`src/rtl/led_breathe.sv`:
```
// -----------------------------------------------------------------------------
// led_breathe
//   Breathing / crossfade driver for the IceBreaker green and red LEDs.
//   Green fades in while red fades out, and then the reverse, following a
//   RISE -> HOLD_HI -> FALL -> HOLD_LO brightness envelope. Each LED is
//   driven by a PWM compare against a free-running counter.
//
//   Optional feature macro: LED_BREATHE_GAMMA_EN
//     defined   : duty = (LEVEL*LEVEL) >> PWM_BITS  (approximately gamma 2)
//     undefined : duty = LEVEL                      (linear)
//
// Ports
//   CLK     in   1         hardware clock (12 MHz)
//   RST_N   in   1         asynchronous, active-low reset
//   EN      in   1         1 = run; 0 = freeze all state and blank both LEDs
//   LEDG_N  out  1         green LED, active-low, registered
//   LEDR_N  out  1         red LED, active-low, registered
//   LEVEL   out  PWM_BITS  current envelope level (before gamma)
//   STATE   out  2         0=RISE 1=HOLD_HI 2=FALL 3=HOLD_LO
//   STEP    out  1         registered 1-cycle pulse on each brightness step
// -----------------------------------------------------------------------------
module led_breathe #(
    parameter int unsigned PWM_BITS    = 8,
    parameter int unsigned STEP_CYCLES = 23437,
    parameter int unsigned HOLD_STEPS  = 64
) (
    input  logic                CLK,
    input  logic                RST_N,
    input  logic                EN,
    output logic                LEDG_N,
    output logic                LEDR_N,
    output logic [PWM_BITS-1:0] LEVEL,
    output logic [1:0]          STATE,
    output logic                STEP
);

    localparam int unsigned SCW       = (STEP_CYCLES <= 2) ? 1 : $clog2(STEP_CYCLES);
    localparam int unsigned HW        = (HOLD_STEPS <= 2) ? 1 : $clog2(HOLD_STEPS);
    // A hold count of 0 is treated as 1 step.
    localparam int unsigned HOLD_LAST = (HOLD_STEPS <= 1) ? 0 : HOLD_STEPS - 1;
    localparam logic [PWM_BITS-1:0] MAX = '1;

    typedef enum logic [1:0] {
        RISE    = 2'd0,
        HOLD_HI = 2'd1,
        FALL    = 2'd2,
        HOLD_LO = 2'd3
    } state_t;

    state_t              state_q;
    logic [PWM_BITS-1:0] level_q;
    logic [PWM_BITS-1:0] pwm_cnt_q;
    logic [SCW-1:0]      step_cnt_q;
    logic [HW-1:0]       hold_cnt_q;
    logic                step_q;
    logic                led_g_q;
    logic                led_r_q;

    logic                step_d;
    logic [PWM_BITS-1:0] duty;

    // EN gates the step, so a step due on the cycle EN falls is not taken.
    assign step_d = EN && (step_cnt_q == SCW'(STEP_CYCLES - 1));

`ifdef LED_BREATHE_GAMMA_EN
    logic [2*PWM_BITS-1:0] level_sq;
    assign level_sq = {{PWM_BITS{1'b0}}, level_q} * {{PWM_BITS{1'b0}}, level_q};
    assign duty     = level_sq[2*PWM_BITS-1:PWM_BITS];
`else
    assign duty     = level_q;
`endif

    always_ff @(posedge CLK or negedge RST_N) begin
        if (!RST_N) begin
            state_q    <= RISE;
            level_q    <= '0;
            pwm_cnt_q  <= '0;
            step_cnt_q <= '0;
            hold_cnt_q <= '0;
            step_q     <= 1'b0;
            led_g_q    <= 1'b1;
            led_r_q    <= 1'b1;
        end else begin
            step_q  <= step_d;
            // Complementary compares: exactly one LED lit while enabled.
            led_g_q <= ~(EN & (duty >  pwm_cnt_q));
            led_r_q <= ~(EN & (duty <= pwm_cnt_q));

            if (EN) begin
                pwm_cnt_q  <= pwm_cnt_q + 1'b1;
                step_cnt_q <= step_d ? '0 : step_cnt_q + 1'b1;
            end

            if (step_d) begin
                case (state_q)
                    RISE: begin
                        if (level_q == MAX) begin
                            state_q    <= HOLD_HI;
                            hold_cnt_q <= '0;
                        end else begin
                            level_q <= level_q + 1'b1;
                        end
                    end
                    HOLD_HI: begin
                        if (hold_cnt_q == HW'(HOLD_LAST)) begin
                            state_q <= FALL;
                        end else begin
                            hold_cnt_q <= hold_cnt_q + 1'b1;
                        end
                    end
                    FALL: begin
                        if (level_q == '0) begin
                            state_q    <= HOLD_LO;
                            hold_cnt_q <= '0;
                        end else begin
                            level_q <= level_q - 1'b1;
                        end
                    end
                    HOLD_LO: begin
                        if (hold_cnt_q == HW'(HOLD_LAST)) begin
                            state_q <= RISE;
                        end else begin
                            hold_cnt_q <= hold_cnt_q + 1'b1;
                        end
                    end
                endcase
            end
        end
    end

    assign LEDG_N = led_g_q;
    assign LEDR_N = led_r_q;
    assign LEVEL  = level_q;
    assign STATE  = state_q;
    assign STEP   = step_q;

endmodule

```
`config.mk`:
```
export PLATFORM = sky130hd
export DESIGN_NAME = led_breathe
export DESIGN_NICKNAME = d
export VERILOG_FILES = /design/src/rtl/led_breathe.sv
export SDC_FILE = /design/constraint.sdc
export NUM_CORES = 1
export LEC_CHECK = 0
export ABC_CLOCK_PERIOD_IN_PS = 4700
export BUFFER_PORTS_ARGS = -buffer_cell sky130_fd_sc_hd__buf_2
export CORE_AREA = 2 2 147 77
export CTS_BUF_LIST = sky130_fd_sc_hd__clkbuf_16
export CTS_CLUSTER_SIZE = 28
export DETAILED_ROUTE_END_ITERATION = 12
export DIE_AREA = 0 0 149 79
export GPL_TIMING_DRIVEN = 0
export SKIP_LAST_GASP = 1
export SYNTH_ARGS = -nofsm -noshare
export SYNTH_HDL_FRONTEND = slang
export SYNTH_SLANG_ARGS = --single-unit
```
`constraint.sdc`:
```
create_clock -name CLK -period 4.7 [get_ports CLK]
set_clock_uncertainty 0.1 [all_clocks]
set_input_delay 0.235 -clock CLK [delete_from_list [all_inputs] [get_ports CLK]]
set_output_delay 0.235 -clock CLK [all_outputs]
set_load 0.05 [all_outputs]
```
== Yosys cells after proc, flatten, opt, wreduce, memory -nomap -nowiden ==
Index checks and enable logic that the tools add are counted.
Word-level totals
  input port bits: 3
  output and inout port bits: 13
  register bits: 42
  word-level logic and storage cells: 53
Operators by class
  bitwise gates (word level): 4
  reductions and logical operators: 8
  eq/ne operators: 13
  order comparisons: 2
  multiplexer cells: 13
  add/sub/neg operators: 5
Operators by type and width (count)
  two-way mux 6 bit: 3
  case mux 6 bit (3 select lines): 1
  adder 8 x 1 -> 8 bit (second input constant): 2
  two-way mux 8 bit: 2
  case mux 8 bit (2 select lines): 1
  adder 15 x 1 -> 15 bit (second input constant): 1
  == test 15 bit (second input constant): 1
  two-way mux 15 bit: 1
  != test 2 bit (second input constant): 7
  == test 8 bit (second input constant): 1
  greater-than comparator 8 bit: 1
  <= comparator 8 bit: 1
  logical NOT 8 bit: 1
  two-way mux 2 bit: 4
  case mux 2 bit (4 select lines): 1
  AND reduction 4 bit: 2
  subtractor 8 x 1 -> 8 bit (second input constant): 1
  adder 6 x 1 -> 6 bit (second input constant): 1
  == test 6 bit (second input constant): 1
  AND reduction 5 bit: 1
  == test 2 bit (second input constant): 2
  bitwise AND 1 bit: 2
  == test 2 x 1 -> 1 bit (second input constant): 1
  logical NOT 2 bit: 1
  other kinds (4): 5

== Logic depth before layout (Yosys ltp) ==
  depth after elaboration: 4
  mapped depth: 11
  gate-level depth less buffers: 9

== Worst setup path after synthesis ==
Ideal clock, no wire load.
  path type: register to register
  start: register state_q[0], in the netlist STATE[0]
  end: register level_q[6], in the netlist LEVEL[6]
  path buffers: 2
  arrival time: 2609 ps
  slack: 1911 ps
  period minus slack after synthesis: 2789 ps
  stages on the path, launching flop included: 12
  data required time: 4520 ps
  setup time: 80 ps
  cells stage by stage: dfrtp_1 > inv_1 > ha_1 > clkbuf_1 > buf_2 > xor2_1 > ha_1 > nor3b_1 > o21ai_0 > a311oi_1 > nor3_1 > xnor2_1
Between the ends
  word-level cells in the longest chain between the ends: 3
  elaborated cells on any way between the ends: 7
  classes of those cells: 3 x eq/ne; 1 x mux; 3 x reduce/logical
Ends and longest elaborated chain
  start: declaration: line 50  | state_t state_q;
  start signal: assignment: line 75  | state_q <= RISE;
  start signal: assignment: line 98  | state_q <= HOLD_HI;
  start signal: assignment: line 106  | state_q <= FALL;
  == test 2 bit / logical NOT 2 bit (equally long branches): line 95  | case (state_q)
  != test 2 bit (no source line) / nonzero test 2 bit (equally long branches)
  AND reduction 4 bit (no source line)
  end signal: assignment: line 101  | level_q <= level_q + 1'b1;
  end signal: assignment: line 116  | level_q <= level_q - 1'b1;
  end: declaration: line 51  | logic [PWM_BITS-1:0] level_q;
Parallel ways exist; a longest one is shown, timed or not.
A chain may end at the register's enable or synchronous reset.

== Final worst setup path ==
Same ends and word-level chain as after synthesis.

==> results.py <==
metrics = {
    "power": {
        "irDropWorstVdd_mv": 0.141,
        "p_leak_uw": 0.00140,
        "power_density_nw_per_um2": 348,
    },
    "detailed_routing": {
        "vias": 1967,
        "drt_iter0_drc": 129,
        "drt_wl_total_um": 5620,
        "ant_nets": 0,
        "drcViolationCount": 0,
        "wl_met2_um": 2090,
        "via_per_inst": 4.54,
        "wl_per_cell_um": 13.0,
        "drt-pass1-iter-count": 4,
        "drt-met1-wl_um": 3130,
        "wl_met3_um": 347,
        "highest_layer": "met4",
    },
    "cts": {
        "cts_root_buffer": "clkbuf_16",
        "cts_max_path_buffers": 2,
        "cts_made_buffers": 5,
        "cts_hold_buf": 0,
        "insertion_delay_ns": 0.29,
        "cts_tree": "done",
        "path_clk_slew_ns": 0.06,
        "cts_resized": 0,
        "cts.sinks": 42,
        "postCtsSetupRepairBufs": 0,
        "h-tree-depth": 2,
    },
    "status": {
        "outcome": "finished, violations left",
        "violations": "negative hold slack",
    },
    "placement": {
        "gp_congestion": 0.786,
        "place_area_um2": 2830,
        "detailedPlace.worstSlack_ns": 1.78,
        "portBuffers": 14,
        "dp_hpwl_um": 4220,
    },
    "grt": {
        "grtUsageTotal": 0.103,
        "grt_pass1_vias": 1781,
        "grt_pass1_wl_um": 9380,
        "antenna_found_initial": 0,
        "overflow": 0,
        "grt_max_degree": 43,
    },
    "synthesis": {
        "ys_async_sr_fraction": 1.00,
        "synth_seq_cells": 42,
        "synth_area_um2": 2580,
        "yosysWarnings": 0,
        "yosysSeqAreaShare": 0.409,
        "synth.avg_cell_area_um2": 9.69,
        "syn_inst": 266,
        "synth_cell_type_count": 57,
        "synth-edff-count": 0,
        "ys.flop_type": "dfrtp_1",
        "synth_nets": 288,
    },
    "cells_and_area": {
        "fin_nets": 309,
        "antenna_cells": 0,
        "synthToLayoutAreaGrowth_pct": 15.1,
        "final_cell_mix": "dfrtp_1 (40), nor2_1 (20), buf_2 (19), nand2_1 (19), ha_1 (19)",
        "final_common_cell": "dfrtp_1",
        "drive_gt1_frac": 0.135,
        "nFillCells": 1121,
        "final_area_um2": 2970,
    },
    "timing": {
        "rsz0062_at_grt": "false",
        "min_period_over_period": 0.637,
        "setup-tns-final_ns": 0,
        "worst_pin_slew_ns": 0.951,
        "setup_viol": 0,
        "relSlewSlack": 0.366,
        "setup_slack_ns": 1.71,
        "whs_ns": -0.00870,
        "fmax_ghz": 0.334,
        "slew_viol_final": 0,
        "layout_min_cycle_time_ns": 2.99,
        "final_hold_viol_count": 11,
    },
    "critical_path": {
        "cp_data_required_time_ns": 4.78,
        "rr_worst_depth": 11,
        "worstSetupStartpointType": "register",
        "critPathKind": "reg -> reg",
        "r2r_start": "STATE[0]",
        "path_max_fanout": 10,
        "startpoint": "STATE[0]",
        "cp-end-kind": "register",
        "regToRegSetupSlack_ns": 1.71,
        "r2r-end": "LEVEL[6]",
        "worst_ep_arrival_time_ns": 3.07,
        "worstSetupEndpoint": "LEVEL[6]",
    },
    "worst_hold_path": {
        "hp-class": "in -> async",
    },
    "die": {
        "die_h_um": 79,
        "dieWidth_um": 149,
        "start_util": 0.243,
        "pin_count": 16,
        "num_rows": 27,
        "coreArea_um2": 10600,
        "dieArea_um2": 11800,
    },
    "job": {
        "drv_cap": 0,
    },
}
[worst min path at each step]
stage	to	slack (ns)	cells past startpoint
3_5_place_dp	step_cnt_q[2]	0.35	1
6_report	step_cnt_q[2]	-0.009	1
2_1_floorplan	LEVEL[0]	-0.16	0
3_3_place_gp	step_cnt_q[3]	0.35	1
5_1_grt	step_cnt_q[2]	0.09	1
4_1_cts	pwm_cnt_q[2]	0.05	1
[metrics by stage]
stage	power, µW	utilization	cells
after floorplan	639	-	266
after global routing	1110	0.280	433
after CTS	1050	0.280	433
after detailed placement	704	0.267	425
after global placement	692	0.267	425
final	1030	0.280	433
[layer usage]
metal / vias up / global-route usage
li1: 988 / -
met1: 928 / 0.162
met2: 44 / 0.125
met3: 7 / 0.0333
met4: 0 / 0.0314
met5: - / 0
[worst max-delay path: stages (launching register included)]
cell and delay, ns:
dfrtp_1 0.41, inv_1 0.18, ha_1 0.30, clkbuf_1 0.35, buf_2 0.32, xor2_1 0.19, ha_1 0.25, nor3b_1 0.19
o21ai_0 0.14, a311oi_1 0.24, nor3_1 0.09, xnor2_1 0.13
[area by class of cell]
type                            count  area (µm²)  area share
Buffer                             12        62.6      0.0211
Clock buffer                        5         125      0.0422
Clock inverter                      3        12.5     0.00422
Inverter                           17        63.8      0.0215
Multi-Input combinational cell    195        1400       0.471
Sequential cell                    42        1050       0.355
Tap cell                          145         181      0.0612
Timing Repair Buffer               14        70.1      0.0236
[registers in the layout (all words and copies together), names as in the netlist]
register and count:
LEDG_N 1, STATE 2, LEVEL 8, STEP 1, pwm_cnt_q 8, hold_cnt_q 6, step_cnt_q 15, LEDR_N 1
[where the power goes]
part           internal [µW]  switching [µW]
Clock                    192             141
Sequential               425            66.8
Combinational           88.6             119
Total                    705             327
[cells in the mapped netlist, types with 2 or more instances]
library cell	instances	area share
inv_1	16	0.023
xnor2_1	11	0.037
clkbuf_1	4	0.0058
dfrtp_1	40	0.39
nand4b_1	2	0.0068
nand3_1	13	0.025
nor2_1	20	0.029
ha_1	19	0.092
a21o_1	4	0.012
o22ai_1	2	0.0049
nor4bb_1	3	0.012
o21ai_1	5	0.0097
o21ai_0	6	0.012
nor3_1	4	0.0078
a21oi_1	10	0.019
mux2_1	3	0.013
nand2_1	19	0.028
dfstp_2	2	0.020
and3_1	5	0.012
a31oi_1	3	0.0073
a41oi_1	2	0.0068
nor3b_1	3	0.0087
buf_2	5	0.0097
o21a_1	3	0.0087
and4_1	4	0.014
nand4_1	9	0.022
nor2b_1	2	0.0049
xor2_1	18	0.061
[cells by family after synthesis]
kind of cell | after synthesis | synth area share
AO/OA/AOI/OAI | 46 | 0.116
AND/OR/NAND/NOR | 97 | 0.218
adder cells (fa/ha/maj) | 19 | 0.0922
buffers and inverters | 29 | 0.0490
flip-flops | 42 | 0.409
multiplexers | 4 | 0.0170
XOR/XNOR | 29 | 0.0985
Power figures use the tool's default switching activity.
